<file path="config.mk">
export PLATFORM = sky130hd
export DESIGN_NAME = ram_arbiter
export DESIGN_NICKNAME = d
export VERILOG_FILES = /design/src/rtl/ram_arbiter.sv
export SDC_FILE = /design/constraint.sdc
export NUM_CORES = 2
export LEC_CHECK = 0
export CAP_MARGIN = 15
export CORE_UTILIZATION = 45
export CTS_BUF_LIST = sky130_fd_sc_hd__clkbuf_2 sky130_fd_sc_hd__clkbuf_4 sky130_fd_sc_hd__clkbuf_8
export CTS_CLUSTER_DIAMETER = 100
export DETAILED_ROUTE_END_ITERATION = 10
export PLACE_DENSITY = 0.72
export SYNTH_ARGS = -nofsm -noshare
export SYNTH_HDL_FRONTEND = slang
export SYNTH_SLANG_ARGS = --single-unit
</file>
<file path="constraint.sdc">
create_clock -name clk -period 6.09 [get_ports clk]
set_input_delay 1.218 -clock clk [delete_from_list [all_inputs] [get_ports clk]]
set_output_delay 1.218 -clock clk [all_outputs]
set_load 0.02 [all_outputs]
</file>
<file path="src/rtl/ram_arbiter.sv">
// ram_arbiter: single-port synchronous RAM shared by two requesters.
// Round-robin arbitration with optional locked bursts; fixed IDLE->ACCESS->ACK access cycle.
module ram_arbiter #(
    parameter int AW        = 8,
    parameter int DW        = 8,
    parameter int MAX_BURST = 16
) (
    input  logic          clk,
    input  logic          rst_n,

    input  logic          a_req,
    input  logic          a_we,
    input  logic          a_lock,
    input  logic [AW-1:0] a_addr,
    input  logic [DW-1:0] a_wdata,
    output logic [DW-1:0] a_rdata,
    output logic          a_ack,

    input  logic          b_req,
    input  logic          b_we,
    input  logic          b_lock,
    input  logic [AW-1:0] b_addr,
    input  logic [DW-1:0] b_wdata,
    output logic [DW-1:0] b_rdata,
    output logic          b_ack,

    output logic [1:0]    grant,
    output logic          busy
);

    typedef enum logic [1:0] {
        S_IDLE,
        S_ACCESS,
        S_ACK
    } state_t;

    localparam logic [7:0] BURST_MAX = 8'(MAX_BURST);

    state_t        r_state;
    logic [1:0]    r_grant;
    logic          r_busy;
    logic          r_a_ack;
    logic          r_b_ack;
    logic          r_we;
    logic [AW-1:0] r_addr;
    logic [DW-1:0] r_wdata;
    logic          r_last_b;
    logic          r_last_lock;
    logic [7:0]    r_burst_cnt;
    logic [DW-1:0] r_a_hold;
    logic [DW-1:0] r_b_hold;
    logic [DW-1:0] r_ram_q;
    logic [DW-1:0] r_mem [2**AW];

    logic          w_any_req;
    logic          w_lock_hold;
    logic          w_pick_b;
    logic          w_other_req;
    logic          w_same;
    logic          w_ram_en;
    logic [7:0]    w_burst_nxt;

    // Winner selection: a locked previous winner keeps the RAM until its burst
    // budget is spent; otherwise contention alternates.
    always_comb begin
        w_any_req   = a_req | b_req;
        w_lock_hold = r_last_lock && (r_burst_cnt < BURST_MAX);
        if (a_req && b_req) begin
            w_pick_b = r_last_b ? w_lock_hold : !w_lock_hold;
        end else begin
            w_pick_b = b_req;
        end
        w_other_req = w_pick_b ? a_req : b_req;
        w_same      = (w_pick_b == r_last_b);
        w_burst_nxt = (w_same && w_other_req) ? r_burst_cnt + 8'd1 : '0;
        w_ram_en    = (r_state == S_ACCESS);
    end

    // RAM array kept out of the reset domain so it maps onto block RAM.
    always_ff @(posedge clk) begin
        if (w_ram_en) begin
            if (r_we) begin
                r_mem[r_addr] <= r_wdata;
            end else begin
                r_ram_q <= r_mem[r_addr];
            end
        end
    end

    always_ff @(posedge clk or negedge rst_n) begin
        if (!rst_n) begin
            r_state     <= S_IDLE;
            r_grant     <= '0;
            r_busy      <= 1'b0;
            r_a_ack     <= 1'b0;
            r_b_ack     <= 1'b0;
            r_we        <= 1'b0;
            r_addr      <= '0;
            r_wdata     <= '0;
            r_last_b    <= 1'b1;
            r_last_lock <= 1'b0;
            r_burst_cnt <= '0;
            r_a_hold    <= '0;
            r_b_hold    <= '0;
        end else begin
            case (r_state)
                S_IDLE: begin
                    if (w_any_req) begin
                        r_state     <= S_ACCESS;
                        r_busy      <= 1'b1;
                        r_grant     <= w_pick_b ? 2'b10 : 2'b01;
                        r_we        <= w_pick_b ? b_we    : a_we;
                        r_addr      <= w_pick_b ? b_addr  : a_addr;
                        r_wdata     <= w_pick_b ? b_wdata : a_wdata;
                        r_last_b    <= w_pick_b;
                        r_last_lock <= w_pick_b ? b_lock  : a_lock;
                        r_burst_cnt <= w_burst_nxt;
                    end else begin
                        r_grant <= '0;
                    end
                end
                S_ACCESS: begin
                    r_state <= S_ACK;
                    r_a_ack <= r_grant[0];
                    r_b_ack <= r_grant[1];
                end
                S_ACK: begin
                    r_state <= S_IDLE;
                    r_busy  <= 1'b0;
                    r_grant <= '0;
                    r_a_ack <= 1'b0;
                    r_b_ack <= 1'b0;
                    if (!r_we) begin
                        if (r_a_ack) r_a_hold <= r_ram_q;
                        if (r_b_ack) r_b_hold <= r_ram_q;
                    end
                end
                default: begin
                    r_state <= S_IDLE;
                end
            endcase
        end
    end

    // During a read ack the RAM output is forwarded; the hold register captures it as ACK ends.
    assign a_rdata = (r_a_ack && !r_we) ? r_ram_q : r_a_hold;
    assign b_rdata = (r_b_ack && !r_we) ? r_ram_q : r_b_hold;
    assign a_ack   = r_a_ack;
    assign b_ack   = r_b_ack;
    assign grant   = r_grant;
    assign busy    = r_busy;

endmodule

</file>
==> flow_summary.toml <==
[drt]
ant_nets = 0
drt_wl_total_mm = 192
num_vias = 40179
via_per_inst = 6.10
drt_iter0_markers = 5450
drc = 0
first_pass_iters = 6
wl_per_cell_um = 29.1

[floorplanning]
die_w_um = 426
io_pins = 61
start_util_pct = 45.3
coreArea_um2 = 178000
dieArea_um2 = 181000
num_rows = 155
die-height_um = 426

[timing]
fmax_ghz = 0.222
setup_viol_count_final = 0
finalSetupTns_ns = 0
tightest_slew_ns = 1.56
finalHoldViolCount = 0
grt_setup_unrepaired = "no"
hold_ws_ns = 0.388
fin_crit_sh_pct = 73.8
max_slew_margin_pct = -4.05
skew_ns = 0.0551
timing.final.crit_period_ns = 4.50
report.final.slew_viol_count = 53

[grt]
antenna_found_initial = 8
overflow = 0
grt_pass1_wl_mm = 278
grt_max_degree = 204
grt_pass1_vias = 40420
grt.total_usage_pct = 21.0

[critical_path]
r2r_cells = 7
critical_path.max_stage_delay_ns = 1.06
crit_arrival_ns = 5.18
critPathMaxFanout = 43
critical_path_class = "flip-flop to flip-flop"
critPathMostFrequentCell = "buf_12"
crit_path_top_delay_cell = "dfrtp_4"
r2r-start = "r_addr[0]"
critPathLaunchType = "flip-flop"
crit_required_ns = 6.77
cp-end-kind = "flip-flop"
crit_chain = "buf_12, buf_12, mux4_2, a22oi_1, a21oi_1, o41ai_1, nand4_1"
reg2reg_slack_ns = 1.59
r2r_end = "r_ram_q[7]"

[clocking]
cts_tree = "yes"
h-tree-depth = 5
worstSkewPairLatency_ns = 1.02
clockBufferDepth = 4
clkTransAtPathRegs_ns = 0.06
cts_inserted_buffers = 332
cts-root-buf = "clkbuf_8"
postCtsHoldBufs = 0
cts_sinks = 2106
cts_setup_buffers = 0
post_cts_resize_count = 0

[synthesis]
synth_common_cells = "edfxtp_1, mux4_2, nor2_1"
ys_warn_count = 0
synth_largest_area_cell = "edfxtp_1"
synth_fp_nets = 3806
synth_top_area_share_pct = 76.4
avgSynthCellArea_um2 = 21.5
ys_seq_area_share_pct = 78.0
netlist_area_um2 = 80800
synth-main-ff-cell = "edfxtp_1"
yosysMostFrequentCell = "edfxtp_1"
ys_async_sr_fraction_pct = 2.37
synth_edf_count = 2056
synth-seq-cells = 2106
synthDistinctLibCells = 35
synth.area.top_cells = "edfxtp_1, mux4_2, a22oi_1"
synthCells = 3761

[place]
portBuffers = 60
dp_hpwl_mm = 109
place_congestion = 0.838

[finish]
syn_to_final_growth_pct = 12.0
final-seq-area_um2 = 63000
drive_gt1_share_pct = 27.1
finalNetCount = 4047
nFillCells = 13705
multi_input_area_um2 = 16900

[power_and_ir_drop]
vdd_drop_max_mv = 0.387
power_density_nw_per_um2 = 466
power.leakage_nw = 27.6

[worst_hold_path]
hold_path_class = "input port to async pin"

[run]
maxCapViolCount = 0

[run_status]
status = "finished, violations left"
violations = "slew limit"
-- routing by layer --
layer | share of wire [%] | wire length, um | vias to the layer above | global-route usage (%)
li1 | - | - | 16366 | -
met1 | 39 | 74300 | 21080 | 29.2
met2 | 47 | 90700 | 2346 | 32.2
met3 | 11 | 20300 | 381 | 5.22
met4 | 3.4 | 6550 | 6 | 8.10
met5 | 0.024 | 47 | - | 0
-- where the power goes --
group          total [mW]  leakage, nW  internal [mW]  switching (mW)
Clock                11.1         3.17           5.84            5.26
Sequential           19.3         19.0           18.3           0.955
Combinational        11.7         5.46           4.45            7.28
-- layout by cell type, fill, tap and decap left out, types with 27 or more instances in the layout --
| cell | n |
|---|---|
| edfxtp_1 | 2056 |
| mux4_2 | 512 |
| clkbuf_8 | 344 |
| nor2_1 | 282 |
| a22oi_1 | 256 |
| a21oi_1 | 135 |
| clkbuf_4 | 99 |
| clkinv_1 | 85 |
| clkdlybuf4s50_1 | 59 |
| buf_4 | 54 |
| dfrtp_1 | 39 |
| mux2_2 | 32 |
| nand2_1 | 29 |
| buf_12 | 27 |
-- cells by family after synthesis --
logic type / count (synthesis) / synth area share, %
and+or+nand+nor: 383 / 1.92
buffers and inverters: 244 / 1.33
muxes: 544 / 14.7
AOI/OAI and AO/OA: 479 / 3.97
adders and majority gates: 5 / 0.0774
DFF: 2106 / 78.0
-- flip-flops by register name (all words and copies together) (netlist names) --
signal,flops
r_last_b,1
r_mem,2048
r_last_lock,1
r_ram_q,8
a_ack,1
r_addr,8
b_ack,1
r_wdata,8
r_a_hold,8
busy,1
r_burst_cnt,8
r_b_hold,8
r_state,2
r_we,1
grant,2
-- critical path: cells and delay by family (launching register included) --
kind,cells,cell delay [ns]
and+or+nand+nor,1,0.16
buffers and inverters,2,0.62
AOI/OAI and AO/OA,3,1.64
muxes,1,0.58
DFF,1,1.06
-- worst max-delay path by stage --
stage / to / depth (start not counted) / startpoint
floorplan: r_mem[0][0] / 0 / r_wdata[0]
finish: r_ram_q[7] / 7 / r_addr[0]
CTS: a_rdata[2] / 3 / r_we
global placement: r_ram_q[3] / 7 / r_addr[0]
detailed placement: r_ram_q[6] / 7 / r_addr[1]
global route: r_ram_q[7] / 7 / r_addr[0]
-- layout make-up --
| class | count | share of cell area, % |
|---|---|---|
| Clock buffer | 443 | 6.06 |
| Tap cell | 2355 | 3.26 |
| Inverter | 7 | 0.0291 |
| Timing Repair Buffer | 144 | 1.73 |
| Multi-Input combinational cell | 1411 | 18.6 |
| Antenna cell | 4 | 0.0111 |
| Sequential cell | 2106 | 69.7 |
| Clock inverter | 117 | 0.577 |
-- through the flow --
step,area [um2],setup WS [ns],instances,util (%),total power [mW]
after floorplan,80800,2.10,3761,-,27.0
after global placement,84400,1.36,6020,47.3,31.0
final,90400,1.59,6587,50.7,42.1
after CTS,90400,1.53,6583,50.7,42.2
after detailed placement,84400,1.70,6023,47.3,31.3
after global routing,90400,1.50,6586,50.7,43.5
Power figures use the tool's default switching activity.
